[config.mk]
export PLATFORM = sky130hd
export DESIGN_NAME = muldiv_unit
export DESIGN_NICKNAME = d
export VERILOG_FILES = /design/src/rtl/muldiv_unit_pkg.sv /design/src/rtl/mdu_operand_prep.sv /design/src/rtl/muldiv_unit.sv
export SDC_FILE = /design/constraint.sdc
export NUM_CORES = 2
export LEC_CHECK = 0
export CORE_ASPECT_RATIO = 0.7
export CORE_MARGIN = 2
export CORE_UTILIZATION = 23
export DETAILED_ROUTE_END_ITERATION = 7
export PLACE_DENSITY_LB_ADDON = 0.05
export SYNTH_ARGS = -nofsm -noshare
export SYNTH_HDL_FRONTEND = slang
export SYNTH_SLANG_ARGS = --single-unit
[constraint.sdc]
create_clock -name clk -period 6.85 [get_ports clk]
set_input_delay 1.37 -clock clk [delete_from_list [all_inputs] [get_ports clk]]
set_output_delay 1.37 -clock clk [all_outputs]
set_load 0.02 [all_outputs]
[src/rtl/muldiv_unit_pkg.sv]
// Shared execute-stage types: ALU function codes and the multiply/divide operation set.
package muldiv_unit_pkg;

    typedef enum logic [3:0] {
        ALU_ADD, ALU_SUB, ALU_AND, ALU_OR, ALU_XOR,
        ALU_SLL, ALU_SRL, ALU_SRA, ALU_SLT, ALU_SLTU
    } alufunc_t;

    typedef enum logic [2:0] {
        MDU_MUL, MDU_MULH, MDU_MULHSU, MDU_MULHU,
        MDU_DIV, MDU_DIVU, MDU_REM, MDU_REMU
    } mdu_op_t;

    localparam int MDU_WORD_BITS = 32;

    function automatic logic mdu_is_div(input mdu_op_t op);
        return op inside {MDU_DIV, MDU_DIVU, MDU_REM, MDU_REMU};
    endfunction

    function automatic logic mdu_is_mulh(input mdu_op_t op);
        return op inside {MDU_MULH, MDU_MULHSU, MDU_MULHU};
    endfunction

endpackage

[src/rtl/mdu_operand_prep.sv]
// Operand preparation for muldiv_unit: word truncation/extension, magnitudes,
// result/remainder sign capture and divide corner-case detection.
module mdu_operand_prep
    import muldiv_unit_pkg::*;
#(
    parameter int XLEN    = 64,
    parameter int WORD_EN = 1
) (
    input  mdu_op_t          op,
    input  logic             word,
    input  logic [XLEN-1:0]  a,
    input  logic [XLEN-1:0]  b,
    output logic             word_eff,
    output logic [XLEN-1:0]  a_ext,
    output logic [XLEN-1:0]  mag_a,
    output logic [XLEN-1:0]  mag_b,
    output logic             neg_res,
    output logic             neg_rem,
    output logic             b_zero,
    output logic             ovf
);

    localparam logic [XLEN-1:0] MIN_FULL = {1'b1, {(XLEN-1){1'b0}}};
    localparam logic [XLEN-1:0] MIN_WORD =
        {{(XLEN-MDU_WORD_BITS){1'b0}}, 1'b1, {(MDU_WORD_BITS-1){1'b0}}};

    logic            a_sgn, b_sgn, sign_a, sign_b;
    logic [XLEN-1:0] b_ext;

    always_comb begin
        // High-half multiplies have no W form, so word is ignored for them.
        word_eff = (WORD_EN != 0) && word && !mdu_is_mulh(op);
        a_sgn    = op inside {MDU_MULH, MDU_MULHSU, MDU_DIV, MDU_REM};
        b_sgn    = op inside {MDU_MULH, MDU_DIV, MDU_REM};
        if (word_eff) begin
            a_ext = {{(XLEN-MDU_WORD_BITS){a_sgn & a[MDU_WORD_BITS-1]}}, a[MDU_WORD_BITS-1:0]};
            b_ext = {{(XLEN-MDU_WORD_BITS){b_sgn & b[MDU_WORD_BITS-1]}}, b[MDU_WORD_BITS-1:0]};
        end else begin
            a_ext = a;
            b_ext = b;
        end
        sign_a  = a_sgn & a_ext[XLEN-1];
        sign_b  = b_sgn & b_ext[XLEN-1];
        mag_a   = sign_a ? -a_ext : a_ext;
        mag_b   = sign_b ? -b_ext : b_ext;
        neg_res = sign_a ^ sign_b;
        neg_rem = sign_a;
        b_zero  = (b_ext == '0);
        // The most-negative value is its own magnitude, which makes this test cheap.
        ovf     = (op inside {MDU_DIV, MDU_REM}) && sign_a && sign_b &&
                  (mag_b == XLEN'(1)) && (mag_a == (word_eff ? MIN_WORD : MIN_FULL));
    end

endmodule

[src/rtl/muldiv_unit.sv]
// Iterative shift-add multiplier / restoring divider for RV64M including W forms.
// Define MDU_BYPASS_EN to retire divide-by-zero, signed overflow and zero-operand multiplies without iterating.
module muldiv_unit
    import muldiv_unit_pkg::*;
#(
    parameter int XLEN    = 64,
    parameter int WORD_EN = 1
) (
    input  logic             clk,
    input  logic             reset,
    input  logic             in_valid,
    output logic             in_ready,
    input  mdu_op_t          op,
    input  logic             word,
    input  logic [XLEN-1:0]  a,
    input  logic [XLEN-1:0]  b,
    input  logic             flush,
    output logic             out_valid,
    input  logic             out_ready,
    output logic [XLEN-1:0]  result
);

    localparam int CW = $clog2(XLEN);

    typedef enum logic [1:0] {S_IDLE, S_BUSY, S_DONE} state_t;

    state_t            state, state_nx;
    mdu_op_t           op_r;
    logic              word_r, neg_r, negrem_r, bz_r, ovf_r;
    logic [XLEN-1:0]   aext_r, md_r, sh_r;
    logic [2*XLEN-1:0] acc_r, acc_nx;
    logic [XLEN-1:0]   sh_nx;
    logic [XLEN:0]     r2, diff;
    logic [CW-1:0]     cnt_r;

    logic              pr_word, pr_neg, pr_negrem, pr_bz, pr_ovf, accept, bypass;
    logic [XLEN-1:0]   pr_aext, pr_maga, pr_magb, sh_init;

    mdu_operand_prep #(.XLEN(XLEN), .WORD_EN(WORD_EN)) u_prep (
        .op       (op),
        .word     (word),
        .a        (a),
        .b        (b),
        .word_eff (pr_word),
        .a_ext    (pr_aext),
        .mag_a    (pr_maga),
        .mag_b    (pr_magb),
        .neg_res  (pr_neg),
        .neg_rem  (pr_negrem),
        .b_zero   (pr_bz),
        .ovf      (pr_ovf)
    );

    // Divide corner cases are forced here, so iteration results never need to be right for them.
    function automatic logic [XLEN-1:0] fixup(
        input mdu_op_t f_op, input logic f_word, input logic f_neg, input logic f_negrem,
        input logic f_bz, input logic f_ovf, input logic [XLEN-1:0] f_aext,
        input logic [2*XLEN-1:0] f_prod, input logic [XLEN-1:0] f_quo, input logic [XLEN-1:0] f_rem);
        logic [2*XLEN-1:0] p;
        logic [XLEN-1:0]   q, r, res;
        p = f_neg    ? -f_prod : f_prod;
        q = f_neg    ? -f_quo  : f_quo;
        r = f_negrem ? -f_rem  : f_rem;
        if (f_bz) begin
            q = '1;
            r = f_aext;
        end
        if (f_ovf) begin
            q = f_aext;
            r = '0;
        end
        case (f_op)
            MDU_MUL:                         res = p[XLEN-1:0];
            MDU_MULH, MDU_MULHSU, MDU_MULHU: res = p[2*XLEN-1:XLEN];
            MDU_DIV, MDU_DIVU:               res = q;
            default:                         res = r;
        endcase
        if (f_word) res = {{(XLEN-MDU_WORD_BITS){res[MDU_WORD_BITS-1]}}, res[MDU_WORD_BITS-1:0]};
        return res;
    endfunction

    assign in_ready  = (state == S_IDLE);
    assign out_valid = (state == S_DONE);
    assign accept    = in_valid && in_ready && !flush;
    assign sh_init   = mdu_is_div(op) ? pr_maga : pr_magb;

`ifdef MDU_BYPASS_EN
    assign bypass = mdu_is_div(op) ? (pr_bz || pr_ovf) : (pr_bz || pr_maga == '0);
`else
    assign bypass = 1'b0;
`endif

    // One iteration: sh supplies multiplier bits MSB first, or dividend bits in / quotient bits out.
    always_comb begin
        r2     = {acc_r[XLEN-1:0], sh_r[XLEN-1]};
        diff   = r2 - {1'b0, md_r};
        sh_nx  = {sh_r[XLEN-2:0], 1'b0};
        acc_nx = {acc_r[2*XLEN-2:0], 1'b0} + (sh_r[XLEN-1] ? {{XLEN{1'b0}}, md_r} : '0);
        if (mdu_is_div(op_r)) begin
            if (!diff[XLEN]) begin
                acc_nx   = {{XLEN{1'b0}}, diff[XLEN-1:0]};
                sh_nx[0] = 1'b1;
            end else begin
                acc_nx   = {{XLEN{1'b0}}, r2[XLEN-1:0]};
            end
        end
    end

    always_comb begin
        state_nx = state;
        case (state)
            S_IDLE:  if (in_valid) state_nx = bypass ? S_DONE : S_BUSY;
            S_BUSY:  if (cnt_r == '0) state_nx = S_DONE;
            S_DONE:  if (out_ready) state_nx = S_IDLE;
            default: state_nx = S_IDLE;
        endcase
        if (flush) state_nx = S_IDLE;
    end

    always_ff @(posedge clk) begin
        if (reset) begin
            state    <= S_IDLE;
            op_r     <= MDU_MUL;
            word_r   <= 1'b0;
            neg_r    <= 1'b0;
            negrem_r <= 1'b0;
            bz_r     <= 1'b0;
            ovf_r    <= 1'b0;
            aext_r   <= '0;
            md_r     <= '0;
            sh_r     <= '0;
            acc_r    <= '0;
            cnt_r    <= '0;
            result   <= '0;
        end else begin
            state <= state_nx;
            if (accept) begin
                op_r     <= op;
                word_r   <= pr_word;
                neg_r    <= pr_neg;
                negrem_r <= pr_negrem;
                bz_r     <= pr_bz;
                ovf_r    <= pr_ovf;
                aext_r   <= pr_aext;
                md_r     <= mdu_is_div(op) ? pr_magb : pr_maga;
                // W forms run 32 steps, so their operand starts at the top of sh.
                sh_r     <= pr_word ? (sh_init << (XLEN - MDU_WORD_BITS)) : sh_init;
                acc_r    <= '0;
                cnt_r    <= pr_word ? CW'(MDU_WORD_BITS - 1) : CW'(XLEN - 1);
                if (bypass)
                    result <= fixup(op, pr_word, pr_neg, pr_negrem, pr_bz, pr_ovf, pr_aext,
                                    '0, '0, '0);
            end else if (state == S_BUSY && !flush) begin
                acc_r <= acc_nx;
                sh_r  <= sh_nx;
                cnt_r <= cnt_r - 1'b1;
                if (cnt_r == '0)
                    result <= fixup(op_r, word_r, neg_r, negrem_r, bz_r, ovf_r, aext_r,
                                    acc_nx, sh_nx, acc_nx[XLEN-1:0]);
            end
        end
    end

endmodule

# [Word level (Yosys, flattened, before mapping)]
# Index checks and enable logic that the tools add are counted.
[op_classes] bitwise_logic=6 n_eq_ne=21 muxes=31 add_sub_neg=8 reduce_logical=27
[op_table] op="$mux 64" count=19
[op_table] op="$mux 128" count=2
[op_table] op="$neg 64->64" count=4
[op_table] op="$pmux 64 s3" count=1
[op_table] op="$add 128x64->128" count=1
[op_table] op="$neg 128->128" count=1
[op_table] op="$sub 65x64->65" count=1
[op_table] op="$eq 64x1->1 const B" count=1
[op_table] op="$eq 64x64->1" count=1
[op_table] op="$logic_not 64->1" count=1
[op_table] op="$eq 3x3->1 const B" count=8
[op_table] op="$mux 6" count=3
[op_table] op="$eq 3x2->1 const B" count=4
[op_table] op="$reduce_bool 4->1" count=3
[op_table] op="$logic_and 1x1->1" count=8
[op_table] op="$eq 3x1->1 const B" count=2
[op_table] op="$logic_not 6->1" count=1
[op_table] op="$mux 2" count=3
[op_table] op="$pmux 2 s3" count=1
[op_table] op="$reduce_and 3->1" count=2
[op_table] op="$reduce_bool 3->1" count=2
[op_table] op="$reduce_or 2->1" count=3
[op_table] op="$sub 6x1->6 const B" count=1
[op_table] op="$and 1x1->1" count=4
[op_table] op="12 further kinds" count=16
[word_totals] output_inout_bits=66 reg_bits=399

# [Logic depth before layout (Yosys ltp)]
[depth] ltp_word=10 mapped_depth=27

# [Hierarchy]
# A second synthesis with hierarchy kept.
[hier_totals] hier_cells=6670 hier_area_um2=45115.8
[modules_own_cells] mod="muldiv_unit" cells_per_inst=5775 area_each_um2=39631.8 n_inst=1 seq_area_each_um2=7987.7
[modules_own_cells] mod="mdu_operand_prep" cells_per_inst=895 area_each_um2=5484.0 n_inst=1 seq_area_each_um2=0.0

# [Worst setup path before layout]
# No wires, ideal clock.
[synth_path] kind="reg2reg" from="register sh_r[63]" to="register result[39]" synth_period_minus_slack_ns=6.035 arrival_ns=5.947 slack_ns=0.815 path_stages_with_launch=23 cell_sequence="dfxtp_1 -> inv_2 -> clkbuf_1 -> nor2_1 -> ha_1 -> fa_1 -> a21o_1 -> a221o_1 -> a41oi_2 -> nor3_1 -> nor4_4 -> or3_1 -> a21oi_2 -> or4b_4 -> or3_1 -> buf_2 -> or3_1 -> or4_4 -> or2_4 -> o31ai_4 -> o32ai_2 -> buf_6 -> a311oi_2"
[synth_via] elab_chain_cells=9
[synth_rtl] item="from (decl)" line="muldiv_unit.sv:30" rtl="logic [XLEN-1:0] aext_r, md_r, sh_r;"
[synth_rtl] item="from (signal assigned)" line="muldiv_unit.sv:147" rtl="sh_r <= pr_word ? (sh_init << (XLEN - MDU_WORD_BITS)) : sh_init;"
[synth_rtl] item="from (signal assigned)" line="muldiv_unit.sv:155" rtl="sh_r <= sh_nx;"
[synth_rtl] item="$mux 64 / $sub 65x64->65 (equally long branches)" line="muldiv_unit.sv:98, muldiv_unit.sv:96"
[synth_rtl] item="$add 128x64->128 (tied with other cells)" line="muldiv_unit.sv:98" rtl="acc_nx = {acc_r[2*XLEN-2:0], 1'b0} + (sh_r[XLEN-1] ? {{XLEN{1'b0}}, md_r} : '0);"
[synth_rtl] item="$mux 128 / $mux 1 (equally long branches)" line="muldiv_unit.sv:99" rtl="if (mdu_is_div(op_r)) begin"
[synth_rtl] item="$neg 64->64 (on tied branches)" line="muldiv_unit.sv:63, muldiv_unit.sv:62"
[synth_rtl] item="$mux 64 (on tied branches)" line="muldiv_unit.sv:63, muldiv_unit.sv:62"
[synth_rtl] item="$mux 64" line="muldiv_unit.sv:64" rtl="if (f_bz) begin"
[synth_rtl] item="$mux 64" line="muldiv_unit.sv:68" rtl="if (f_ovf) begin"
[synth_rtl] item="$pmux 64 s3 *" line="muldiv_unit.sv:72" rtl="case (f_op)"
[synth_rtl] item="$mux 64 *" line="muldiv_unit.sv:78" rtl="if (f_word) res = {{(XLEN-MDU_WORD_BITS){res[MDU_WORD_BITS-1]}}, res[MDU_WORD_BITS-1:0]};"
[synth_rtl] item="to (signal assigned)" line="muldiv_unit.sv:151" rtl="result <= fixup(op, pr_word, pr_neg, pr_negrem, pr_bz, pr_ovf, pr_aext,"
[synth_rtl] item="to (signal assigned)" line="muldiv_unit.sv:158" rtl="result <= fixup(op_r, word_r, neg_r, negrem_r, bz_r, ovf_r, aext_r,"
[synth_rtl] item="to (decl)" line="muldiv_unit.sv:20" rtl="output logic [XLEN-1:0] result"
# Mark *: on every way between the ends. The rest lies on a longest branch, timed or not.
# A chain may end at the register's enable or synchronous reset.

# [Worst setup path after layout]
# Same ends and word-level chain as after synthesis.

==> impl_metrics.json <==
{
  "track_usage_pct": 33.5,
  "wl_per_cell_um": 34.3,
  "setup_viol": 0,
  "yosysMostFrequentCell": "nand2_1",
  "num_rows": 131,
  "synth_area_leaders": "dfxtp_1 19%, nand2_1 8.9%, a21oi_1 8.2%, nor2_1 6.6%, o21ai_0 5.0%",
  "clk_latency_ps": 730,
  "power_per_cell_area_nw_per_um2": 180,
  "yosysTopAreaCell": "dfxtp_1",
  "avgSynthCellArea_sq_um": 6.62,
  "via_count": 55700,
  "n_fill_cell": 20200,
  "die_width_um": 517,
  "yosys-top-cells-count": "1,004 x nand2_1, 749 x nor2_1, 690 x a21oi_1",
  "drive_above_1_share_pct": 16.2,
  "pin_count": 203,
  "first_pass_iters": 6,
  "synthArstFlopShare_pct": 0,
  "dieArea_sq_um": 188000,
  "cp-endpoint": "result[39]$_SDFFE_PP0P_",
  "finalCriticalPeriod_ps": 6780,
  "worstMarginPinSlew_ps": 1620,
  "crit_start": "sh_r[63]$_SDFFE_PP0P_",
  "syn_nets": 6667,
  "hold_viol_final": 0,
  "nets": 7292,
  "fin_skew_ps": 76.6,
  "grt_pass1_wl_um": 437000,
  "maxCapViolations": 1,
  "min_period_over_period_pct": 98.9,
  "crit_path_max_fanout": 21,
  "wl_um": 326000,
  "r2r_end": "result[39]$_SDFFE_PP0P_",
  "numCtsBuffers": 52,
  "synth_cell_type_count": 120,
  "drt_iter0_drc": 8160,
  "grt_pass1_vias": 49500,
  "critPathRequiredTime_ps": 7490,
  "ys_warn_count": 0,
  "tns_ps": 0,
  "clkSinkCount": 399,
  "min_path_type": "flip-flop to flip-flop",
  "slew_headroom_pct": -8.81,
  "drc": 0,
  "regArea_sq_um": 8000,
  "synthesis.area_sq_um": 42300,
  "reg2reg_from": "sh_r[63]$_SDFFE_PP0P_",
  "cts_hold_buf": 0,
  "synthCells": 6393,
  "initial_core_util_pct": 23.2,
  "startpoint_type": "flip-flop",
  "synth-seq-area-share_pct": 18.9,
  "yosysTopAreaCellShare_pct": 18.9,
  "path_clk_slew_ps": 70,
  "die_h_um": 363,
  "grt_max_degree": 200,
  "violations": "max-capacitance violations, max-slew violations",
  "cp.arrival_ps": 7420,
  "ys_ff_latch": 399,
  "gp_congestion": 1.02,
  "ir_drop_mv": 0.217,
  "h-tree-depth": 2,
  "multiInputGateArea_sq_um": 32400,
  "crit_type": "flip-flop to flip-flop",
  "antenna_found_initial": 31,
  "fmax_mhz": 148,
  "portBuffers": 202,
  "p_total_uw": 9780,
  "core_sq_um": 182000,
  "status": "complete, but fails checks",
  "ant_nets": 0,
  "grt_overflow": 0,
  "report.final.slew_viol_count": 2,
  "cts-root-buf": "clkbuf_16",
  "synth-edff-count": 0,
  "r2r_slack_ps": 70,
  "r2r_cells": 25,
  "clockBufferDepth": 3,
  "cp-end-kind": "flip-flop",
  "area_growth_pct": 28.2,
  "hpwl_um": 272000,
  "viasPerCell": 5.85,
  "ys.flop_type": "dfxtp_1",
  "cts_tree": "done",
  "power.leakage_uw": 0.0202
}
## stage by stage
step                hold slack (ps)  util, %  setup slack, ps  instance area (sq um)  instances
floorplan                       432        -              815                  42300       6393
global placement                444     28.5             -570                  52000       9406
detailed placement              447     28.5             -614                  52000       9407
CTS                             454     29.5             19.5                  53800       9505
global route                    474     29.7            -33.6                  54200       9521
finish                          452     29.7             72.7                  54200       9528
## report_power, final
part | switching [uW] | internal [uW] | leakage, uW | total (uW)
Clock | 1360 | 1640 | 0.000864 | 3000
Sequential | 128 | 2410 | 0.00325 | 2540
Combinational | 2900 | 1340 | 0.0161 | 4240
## cell type report
type / instances / share of cell area, %
inverters: 127 / 0.888
clock inverters: 27 / 0.537
diodes: 7 / 0.0323
flip-flops and latches: 399 / 14.7
clock buffers: 70 / 2.73
repair buffers: 1026 / 15.6
multi-input cells: 5412 / 59.8
well taps: 2460 / 5.67
## routing by layer
metal  vias to the layer above  routed length, um  part of all wire [%]  global-route usage [%]
met4                        14               5560                   1.7                    5.04
met5                         -                 93                 0.028                       0
met1                     27900             168000                    51                    54.5
met3                       230              39900                    12                    11.3
met2                      2859             113000                    35                    40.6
li1                      24800                  -                     -                       -
## flip-flops by register name (all words and copies together) (netlist names)
register / flops
negrem_r: 1
word_r: 1
op_r: 3
acc_r: 127
state: 2
md_r: 64
sh_r: 64
cnt_r: 6
result: 64
bz_r: 1
aext_r: 64
neg_r: 1
ovf_r: 1
## logic make-up (layout without fill, tap and decap cells)
| group | after synthesis | count (layout) | synth area share [%] |
|---|---|---|---|
| AOI/OAI and AO/OA | 2110 | 2110 | 32.2 |
| xor gates and xnor gates | 354 | 354 | 7.33 |
| adders and majority gates | 137 | 137 | 4.09 |
| buffers and inverters | 582 | 1250 | 5.55 |
| DFF | 399 | 399 | 18.9 |
| muxes | 79 | 79 | 1.97 |
| other | 0 | 7 | 0 |
| and+or+nand+nor | 2732 | 2732 | 30.0 |
## placed cells by master (no fill, tap or decap), types with 51 or more instances in the layout
cell type | synthesis | routed
a211oi_1 | 165 | 160
a21oi_1 | 690 | 683
a31oi_1 | 94 | 91
and3_1 | 55 | 55
buf_4 | 3 | 801
clkbuf_16 | 0 | 52
clkdlybuf4s50_1 | 0 | 200
dfxtp_1 | 399 | 394
ha_1 | 135 | 128
inv_1 | 122 | 120
nand2_1 | 1004 | 1002
nand3_1 | 147 | 147
nand4_1 | 148 | 148
nor2_1 | 749 | 744
nor3_1 | 171 | 167
nor4_1 | 76 | 74
o211ai_1 | 73 | 73
o21ai_0 | 424 | 402
o31ai_1 | 85 | 83
or3_1 | 80 | 80
or4_1 | 52 | 51
xnor2_1 | 221 | 217
xor2_1 | 133 | 133
## worst max-delay path: stages (launching register included)
cell,delay (ps)
dfxtp_1,320
inv_2,90
buf_12,180
buf_4,150
nor2_1,50
ha_1,470
nand4_1,390
nor4_1,690
a32oi_1,120
o211ai_1,200
nor4_4,150
buf_4,220
o21ai_0,230
a21oi_2,90
or4b_4,540
or3_1,360
or3_1,440
or4_4,590
or2_4,270
o31ai_4,230
buf_4,200
o31ai_4,70
buf_4,200
buf_4,140
buf_4,130
a311oi_2,230
## worst min-delay path by stage
stage                                     start               endpoint  slack (ps)  cells after the start
after global routing      md_r[20]$_SDFFE_PP0P_  md_r[20]$_SDFFE_PP0P_         470                      2
after CTS                 md_r[23]$_SDFFE_PP0P_  md_r[23]$_SDFFE_PP0P_         450                      2
after detailed placement  md_r[15]$_SDFFE_PP0P_  md_r[15]$_SDFFE_PP0P_         450                      2
after floorplan           md_r[47]$_SDFFE_PP0P_  md_r[47]$_SDFFE_PP0P_         430                      2
after global placement    md_r[37]$_SDFFE_PP0P_  md_r[37]$_SDFFE_PP0P_         440                      2
final                     md_r[15]$_SDFFE_PP0P_  md_r[15]$_SDFFE_PP0P_         450                      2
## repair_timing
action / in CTS / in global routing
gates resized for setup: 11 / 71
cloned: 0 / 0
setup endpoints to repair: 43 / 44
buffers inserted: 1 / 14
pin swaps: 1 / 15
(Power assumes the default switching activity.)
